`src/rtl/prefetch_ctrl_if.sv`:
```
// IMEM request/response port and fetch-FIFO push port of the prefetch controller.
// "master" is the controller side; "slave" is the IMEM/FIFO side.
interface prefetch_ctrl_if;
  logic        instr_req_o;
  logic [31:0] instr_addr_o;
  logic        instr_gnt_i;
  logic        instr_rvalid_i;
  logic [31:0] instr_rdata_i;
  logic [1:0]  fifo_free_i;
  logic        fifo_push_o;
  logic [31:0] fifo_wdata_o;
  logic        fifo_clear_o;
  logic        fifo_skip_lo_o;

  modport master (
    output instr_req_o, instr_addr_o,
    input  instr_gnt_i, instr_rvalid_i, instr_rdata_i,
    input  fifo_free_i,
    output fifo_push_o, fifo_wdata_o, fifo_clear_o, fifo_skip_lo_o
  );

  modport slave (
    input  instr_req_o, instr_addr_o,
    output instr_gnt_i, instr_rvalid_i, instr_rdata_i,
    output fifo_free_i,
    input  fifo_push_o, fifo_wdata_o, fifo_clear_o, fifo_skip_lo_o
  );
endinterface

```
`src/rtl/prefetch_ctrl.sv`:
```
// Instruction prefetch controller: owns the fetch PC, issues credited IMEM requests,
// pushes responses into the fetch FIFO and discards in-flight responses after a redirect.
module prefetch_ctrl #(
  parameter logic [31:0] BOOT_ADDR       = 32'h0000_0080,
  parameter int unsigned MAX_OUTSTANDING = 2,
  parameter int unsigned FIFO_DEPTH      = 3
) (
  input  logic                   clk_i,
  input  logic                   rst_ni,
  input  logic                   fetch_en_i,
  input  logic                   branch_i,
  input  logic [31:0]            branch_addr_i,
  prefetch_ctrl_if.master        bus,
  output logic                   busy_o
);

  localparam logic [1:0] MAX_OUT = 2'(MAX_OUTSTANDING);
  localparam logic [1:0] DEPTH   = 2'(FIFO_DEPTH);

  typedef enum logic {IDLE, FETCH} state_e;

  state_e      state_q;
  logic [31:0] fetch_addr_q;
  logic [1:0]  out_cnt_q;
  logic [1:0]  disc_cnt_q;
  logic        skip_pend_q;

  logic [1:0]  kept_cnt;
  logic        credit_ok;
  logic        req;
  logic        accept;
  logic        push;
  logic [1:0]  out_cnt_d;
  logic        unused_addr_bit0;

  // Halfword alignment is carried by bit 1 only; bit 0 of the target never matters.
  assign unused_addr_bit0 = branch_addr_i[0];

  // Responses still destined for the FIFO must always fit in its registered free space.
  assign kept_cnt  = out_cnt_q - disc_cnt_q;
  assign credit_ok = fetch_en_i && (kept_cnt < bus.fifo_free_i) && (out_cnt_q < MAX_OUT);

  assign req       = (state_q == FETCH) && credit_ok && !branch_i;
  assign accept    = req && bus.instr_gnt_i;
  assign push      = bus.instr_rvalid_i && (disc_cnt_q == 2'd0) && !branch_i;
  assign out_cnt_d = out_cnt_q + {1'b0, accept} - {1'b0, bus.instr_rvalid_i};

  assign bus.instr_req_o    = req;
  assign bus.instr_addr_o   = fetch_addr_q;
  assign bus.fifo_push_o    = push;
  assign bus.fifo_wdata_o   = bus.instr_rdata_i;
  assign bus.fifo_clear_o   = branch_i;
  assign bus.fifo_skip_lo_o = push && skip_pend_q;
  assign busy_o             = (out_cnt_q != 2'd0) || (disc_cnt_q != 2'd0);

  // NOTE: sequential state uses non-blocking assignments only, so every register
  // in this block sees the pre-edge value of every other register.
  always_ff @(posedge clk_i or negedge rst_ni) begin
    if (!rst_ni) begin
      state_q      <= IDLE;
      fetch_addr_q <= BOOT_ADDR;
      out_cnt_q    <= 2'd0;
      disc_cnt_q   <= 2'd0;
      skip_pend_q  <= 1'b0;
    end else begin
      case (state_q)
        IDLE:    if (fetch_en_i)  state_q <= FETCH;
        FETCH:   if (!fetch_en_i) state_q <= IDLE;
        default: state_q <= IDLE;
      endcase

      out_cnt_q <= out_cnt_d;

      if (branch_i) begin
        // Everything still outstanding after this cycle belongs to the old stream.
        fetch_addr_q <= {branch_addr_i[31:2], 2'b00};
        skip_pend_q  <= branch_addr_i[1];
        disc_cnt_q   <= out_cnt_d;
      end else begin
        if (accept) fetch_addr_q <= fetch_addr_q + 32'd4;
        if (bus.instr_rvalid_i && (disc_cnt_q != 2'd0)) disc_cnt_q <= disc_cnt_q - 2'd1;
        if (push) skip_pend_q <= 1'b0;
      end
    end
  end

  a_rvalid_expected: assert property (@(posedge clk_i) disable iff (!rst_ni)
    bus.instr_rvalid_i |-> (out_cnt_q != 2'd0));

  a_push_has_space: assert property (@(posedge clk_i) disable iff (!rst_ni)
    bus.fifo_push_o |-> (bus.fifo_free_i != 2'd0));

  a_free_in_range: assert property (@(posedge clk_i) disable iff (!rst_ni)
    bus.fifo_free_i <= DEPTH);

endmodule

```
`src/flat_wrapper.sv`:
```
// flat-port wrapper written by rule: the top's interface ports become plain ports
module prefetch_ctrl_flat 
#(
  parameter logic [31:0] BOOT_ADDR       = 32'h0000_0080,
  parameter int unsigned MAX_OUTSTANDING = 2,
  parameter int unsigned FIFO_DEPTH      = 3
)
  (clk_i, rst_ni, fetch_en_i, branch_i, branch_addr_i, busy_o, bus_instr_req_o, bus_instr_addr_o, bus_instr_gnt_i, bus_instr_rvalid_i, bus_instr_rdata_i, bus_fifo_free_i, bus_fifo_push_o, bus_fifo_wdata_o, bus_fifo_clear_o, bus_fifo_skip_lo_o);
  prefetch_ctrl_if bus_i ();
  input  logic clk_i;
  input  logic rst_ni;
  input  logic fetch_en_i;
  input  logic branch_i;
  input  logic [31:0] branch_addr_i;
  output logic busy_o;
  output wire logic [$bits(bus_i.instr_req_o)-1:0] bus_instr_req_o;
  output wire logic [$bits(bus_i.instr_addr_o)-1:0] bus_instr_addr_o;
  input wire logic [$bits(bus_i.instr_gnt_i)-1:0] bus_instr_gnt_i;
  input wire logic [$bits(bus_i.instr_rvalid_i)-1:0] bus_instr_rvalid_i;
  input wire logic [$bits(bus_i.instr_rdata_i)-1:0] bus_instr_rdata_i;
  input wire logic [$bits(bus_i.fifo_free_i)-1:0] bus_fifo_free_i;
  output wire logic [$bits(bus_i.fifo_push_o)-1:0] bus_fifo_push_o;
  output wire logic [$bits(bus_i.fifo_wdata_o)-1:0] bus_fifo_wdata_o;
  output wire logic [$bits(bus_i.fifo_clear_o)-1:0] bus_fifo_clear_o;
  output wire logic [$bits(bus_i.fifo_skip_lo_o)-1:0] bus_fifo_skip_lo_o;
  assign bus_instr_req_o = bus_i.instr_req_o;
  assign bus_instr_addr_o = bus_i.instr_addr_o;
  assign bus_i.instr_gnt_i = bus_instr_gnt_i;
  assign bus_i.instr_rvalid_i = bus_instr_rvalid_i;
  assign bus_i.instr_rdata_i = bus_instr_rdata_i;
  assign bus_i.fifo_free_i = bus_fifo_free_i;
  assign bus_fifo_push_o = bus_i.fifo_push_o;
  assign bus_fifo_wdata_o = bus_i.fifo_wdata_o;
  assign bus_fifo_clear_o = bus_i.fifo_clear_o;
  assign bus_fifo_skip_lo_o = bus_i.fifo_skip_lo_o;
  prefetch_ctrl #(.BOOT_ADDR(BOOT_ADDR), .MAX_OUTSTANDING(MAX_OUTSTANDING), .FIFO_DEPTH(FIFO_DEPTH)) u_core (.clk_i(clk_i), .rst_ni(rst_ni), .fetch_en_i(fetch_en_i), .branch_i(branch_i), .branch_addr_i(branch_addr_i), .bus(bus_i), .busy_o(busy_o));
endmodule
```
`config.mk`:
```
export PLATFORM = sky130hd
export DESIGN_NAME = prefetch_ctrl_flat
export DESIGN_NICKNAME = d
export VERILOG_FILES = /design/src/rtl/prefetch_ctrl_if.sv /design/src/rtl/prefetch_ctrl.sv /design/src/flat_wrapper.sv
export SDC_FILE = /design/constraint.sdc
export NUM_CORES = 1
export LEC_CHECK = 0
export BUFFER_PORTS_ARGS = -buffer_cell sky130_fd_sc_hd__buf_2
export CORE_ASPECT_RATIO = 0.9
export CORE_UTILIZATION = 41
export CTS_CLUSTER_SIZE = 14
export DETAILED_ROUTE_END_ITERATION = 16
export HOLD_SLACK_MARGIN = 0.03
export PLACE_DENSITY_LB_ADDON = 0.12
export SKIP_LAST_GASP = 1
export SLEW_MARGIN = 20
export SYNTH_ARGS = -nofsm -noshare
export SYNTH_HDL_FRONTEND = slang
export SYNTH_SLANG_ARGS = --single-unit
```
`constraint.sdc`:
```
create_clock -name clk_i -period 2.45 [get_ports clk_i]
set_clock_uncertainty 0.2 [all_clocks]
set_input_delay 0.245 -clock clk_i [delete_from_list [all_inputs] [get_ports clk_i]]
set_output_delay 0.245 -clock clk_i [all_outputs]
set_load 0.05 [all_outputs]
```
-- Word-level counts from Yosys, hierarchy flattened
Cells that the tools add are included.
- muxes and demuxes: 7
- order comparisons: 2
- $add $sub $neg: 5
- reduce and logical (&&, ||, !) cells: 17
- operators with widths (kind ; number):
    32-bit 2-to-1 mux ; 2
    32-bit by 3-bit adder with 32-bit output (second input constant) ; 1
    2-bit nonzero test ; 5
    1-bit logical AND ; 9
    2-bit 2-to-1 mux ; 2
    1-bit 2-to-1 mux ; 3
    2-bit by 1-bit adder with 2-bit output ; 1
    2-bit logical NOT ; 1
    2-bit < comparator ; 1
    2-bit < comparator (second input constant) ; 1
    2-bit by 1-bit subtractor with 2-bit output ; 1
    2-bit by 1-bit subtractor with 2-bit output (second input constant) ; 1
    2-bit subtractor ; 1
    1-bit logical NOT ; 1
    1-bit logical OR ; 1
- word-level logic and storage cells: 36
- output and inout bits: 69
- input bits: 72
- flip-flop bits (word level): 38

-- Longest topological paths before layout
- word-level depth: 10
- depth in mapped cells: 14
- depth with buffers taken out: 13

-- Least setup slack after synthesis
No wires, ideal clock.
- kind: register to register
- start: reg u_core.disc_cnt_q[0]
- end: reg u_core.disc_cnt_q[1]
- buffers on the path: 1
- stages on the path, launching flop included: 14
- required time: 2.167 ns
- arrival: 2.326 ns
- setup time: 0.083 ns
- setup slack: -0.159 ns
- clock period less this slack: 2.609 ns
- cell sequence: dfrtp_1 -> ha_1 -> xnor2_1 -> xnor2_1 -> ha_1 -> a21bo_2 -> nand4_2 -> clkinv_4 -> buf_4 -> ha_1 -> xnor2_1 -> xnor2_1 -> nand2_1 -> o21ai_0
- word-level cells in the longest chain between the ends: 10
- elaborated cells on any way between the ends: 15
- classes of those cells: 4 x add/sub; 1 x order compare; 2 x mux; 8 x reduce/logical
- RTL lines (item ; line ; text):
    start, declared ; prefetch_ctrl.sv:25 ; logic [1:0] disc_cnt_q;
    start signal, assigned ; prefetch_ctrl.sv:78 ; disc_cnt_q <= out_cnt_d;
    start signal, assigned ; prefetch_ctrl.sv:81 ; if (bus.instr_rvalid_i && (disc_cnt_q != 2'd0)) disc_cnt_q <= disc_cnt_q - 2'd1;
    2-bit subtractor ; prefetch_ctrl.sv:40 ; assign kept_cnt = out_cnt_q - disc_cnt_q;
    2-bit < comparator ; prefetch_ctrl.sv:41 ; assign credit_ok = fetch_en_i && (kept_cnt < bus.fifo_free_i) && (out_cnt_q < MAX_OUT);
    1-bit logical AND (2 in a row) ; prefetch_ctrl.sv:41 ;
    1-bit logical AND (2 in a row) ; prefetch_ctrl.sv:43 ; assign req = (state_q == FETCH) && credit_ok && !branch_i;
    1-bit logical AND ; prefetch_ctrl.sv:44 ; assign accept = req && bus.instr_gnt_i;
    2-bit by 1-bit adder with 2-bit output ; prefetch_ctrl.sv:46 ; assign out_cnt_d = out_cnt_q + {1'b0, accept} - {1'b0, bus.instr_rvalid_i};
    2-bit by 1-bit subtractor with 2-bit output ; prefetch_ctrl.sv:46 ;
    named net u_core.out_cnt_d[1] ; prefetch_ctrl.sv:33 ; logic [1:0] out_cnt_d;
    2-bit 2-to-1 mux ; prefetch_ctrl.sv:74 ; if (branch_i) begin
The timed path passes the listed nets, and every way through them passes these cells. The select of a mux whose other input is x is not followed.
A chain may end at the register's enable or synchronous reset.

-- Worst setup path after layout
- start: reg u_core.disc_cnt_q[0]
- end: reg u_core.fetch_addr_q[6], in the netlist u_core.bus.instr_addr_o[6]
- word-level cells in the longest chain between the ends: 8
- RTL lines (item ; line ; text):
    2-bit subtractor ; prefetch_ctrl.sv:40 ;
    2-bit < comparator ; prefetch_ctrl.sv:41 ;
    1-bit logical AND (2 in a row) ; prefetch_ctrl.sv:41 ;
    1-bit logical AND (2 in a row) ; prefetch_ctrl.sv:43 ;
    1-bit logical AND ; prefetch_ctrl.sv:44 ;
    2-bit nonzero test (no line) ; n/a ;
    end signal, assigned ; prefetch_ctrl.sv:76 ; fetch_addr_q <= {branch_addr_i[31:2], 2'b00};
    end signal, assigned ; prefetch_ctrl.sv:80 ; if (accept) fetch_addr_q <= fetch_addr_q + 32'd4;
    end, declared ; prefetch_ctrl.sv:23 ; logic [31:0] fetch_addr_q;
No other way between the ends.

==> impl_metrics.json <==
{
  "holdWs_ns": 0.06320,
  "rows": 26,
  "numCtsBuffers": 5,
  "drtPass1Iterations": 4,
  "drt_iter0_markers": 121,
  "diodes": 0,
  "hold_viol": 0,
  "area_growth_pct": 36.02,
  "critPathKind": "flop to flop",
  "rsz0062_at_grt": "yes",
  "ys_seq_area_share_pct": 35.38,
  "synth_area_leaders": "dfrtp_1 (34%), buf_4 (11%), nand2_1 (5.7%)",
  "syn_avg_cell_area_um2": 8.823,
  "core_um2": 5823,
  "slew_headroom_pct": 45.95,
  "grt_util_met3_pct": 3.983,
  "fp.dieArea_um2": 6539,
  "drtAntennaViolNets": 0,
  "grt_pass1_wl_um": 10980,
  "clk_pin_slew_ns": 0.08,
  "use_met1_pct": 29.89,
  "synth_area_leader_cell": "dfrtp_1",
  "violations": "setup timing",
  "wire_per_inst_um": 14.48,
  "max_cap_violations": 0,
  "synthTopCellsByCount": "nand2_1 (39), buf_4 (38), dfrtp_1 (35)",
  "synth_top_area_share_pct": 34.35,
  "yosysWarningCount": 0,
  "final_core_util_pct": 59.56,
  "grt_pass1_vias": 2270,
  "fp.dieW_um": 85.13,
  "via_count": 2430,
  "cp.required_ns": 2.48,
  "path_max_fanout": 8,
  "ys.flop_type": "dfrtp_1",
  "clock_path_buffers": 2,
  "status": "complete, but fails checks",
  "synth_enable_flop_cells": 0,
  "viasPerCell": 5.412,
  "drive_gt1_share_pct": 36.94,
  "io_buffers": 73,
  "cts.htree.levels": 2,
  "vdd_drop_max_uv": 420.6,
  "clock_latency_ns": 0.29,
  "clock.fmax_mhz": 385.7,
  "final_max_slew_viol_count": 0,
  "io_pins": 141,
  "grt_max_degree": 54,
  "end_kind": "flop",
  "syn_inst": 289,
  "grt-busiest-layer": "met2",
  "dp_hpwl_um": 4464,
  "crit_path_start_kind": "flop",
  "worstMarginPinSlew_ns": 0.8107,
  "grt_overflow": 0,
  "cts_sinks": 36,
  "synth-seq-cells": 36,
  "period_share_pct": 105.8,
  "worst_slack_ns": -0.1427,
  "ys_types": 53,
  "cts_tree": "yes",
  "powerDensity_nw_per_um2": 696.3,
  "nFillCells": 514,
  "power.leakage_uw": 0.001578,
  "multi_input_area_um2": 1424,
  "start_util_pct": 43.79,
  "die_h_um": 76.82,
  "synth_area_um2": 2550,
  "wl_um": 6500,
  "synthArstFlopShare_pct": 100.0,
  "seq_area_um2": 902.1,
  "route.detailed.drc": 0,
  "yosysMostFrequentCell": "nand2_1",
  "critPathArrivalTime_ns": 2.63,
  "fin_nets": 456,
  "antenna_found_initial": 0,
  "use_met2_pct": 31.69,
  "ctsRootBufferMaster": "clkbuf_8",
  "setup_viol_count_final": 26,
  "place.gp.congestion": 0.8136,
  "period_needed_ns": 2.593,
  "grt_usage_pct": 21.09,
  "hold_class": "input port to flop"
}
-- flip-flops by register name, indices dropped and copies added (netlist names) --
register / flops
u_core.out_cnt_q: 2
u_core.disc_cnt_q: 2
u_core.state_q: 1
u_core.bus.instr_addr_o: 30
u_core.skip_pend_q: 1
-- worst paths after layout --
| path | to | cells past startpoint | slack [ns] | start |
|---|---|---|---|---|
| max reg2reg | u_core.bus.instr_addr_o[6] | 10 | -0.14 | u_core.disc_cnt_q[0] |
| min | u_core.bus.instr_addr_o[31] | 4 | 0.06 | branch_addr_i[31] |
| max in group asynchronous | u_core.bus.instr_addr_o[13] | 2 | 1.16 | rst_ni |
| min reg2reg | u_core.skip_pend_q | 2 | 0.34 | u_core.skip_pend_q |
| min in group asynchronous | u_core.bus.instr_addr_o[5] | 2 | 0.37 | rst_ni |
| max | u_core.bus.instr_addr_o[6] | 10 | -0.14 | u_core.disc_cnt_q[0] |
-- cells by family (layout without fill, tap and decap cells) --
logic type,count (synthesis),in the layout,share of synthesized area [%]
AND/OR/NAND/NOR,124,124,27.87
AO/OA/AOI/OAI,58,58,15.85
buffers and inverters,56,145,14.92
flip-flops,36,36,35.38
adder cells (fa/ha/maj),6,6,2.944
XOR/XNOR,5,5,1.717
multiplexers,3,3,1.178
other,1,2,0.1471
-- critical path, cell delays in order, from the launching register on --
cell and delay [ns]:
dfrtp_1 0.41, ha_4 0.17, xnor2_2 0.14, xnor2_2 0.16, ha_4 0.17, nor4bb_4 0.33, nand4_4 0.16, buf_6 0.18
buf_4 0.14, nor4_1 0.31, a221o_1 0.17
-- placed cells by master, fill, tap and decap left out, drive strengths merged, types with 7 or more instances in the layout --
cell type and n:
nor2b 7, nand3 16, dfrtp 35, nand2 41, o311ai 8, and3 10
nor2 11, inv 9, o21ai 21, nand4 10, buf 94, o211ai 8
dlygate4sd3 32
-- repair_timing --
item	CTS	global route
endpoints found under the hold margin	66	0
endpoints found under the setup margin	32	34
buffers inserted	4	1
gates cloned	0	0
hold buffers	32	0
pin swaps	14	5
gates resized for setup	18	22
-- through the flow --
step	cells	total power (uW)	setup TNS [ns]	worst slack, ns	instance area, um2
after global placement	405	1757	-1.516	-0.1472	2874
final	449	2415	-1.397	-0.1427	3468
after detailed placement	405	1766	-2.795	-0.2189	2874
after global routing	449	2575	-5.966	-0.2831	3468
after floorplan	290	1660	-0.07201	-0.07129	2615
after CTS	448	2363	-2.587	-0.1571	3382
-- layout make-up --
type	count	area share (%)
multi-input combinational	198	41.05
sequential	36	26.01
timing repair buffer	127	25.97
tap	70	2.525
clock buffer	5	1.984
clock inverter	3	1.227
inverter	10	1.227
-- where the power goes --
part	total (uW)	internal [uW]	switching (uW)
sequential	810	688	122
combinational	1080	472	607
clock	526	301	225
-- per-layer routing --
layer	up-vias	share of wire, %
li1	1192	-
met1	1131	48
met2	94	44
met3	13	6.4
met4	0	1.8
met5	-	0
Note: power is estimated with default switching activity, not from simulation.
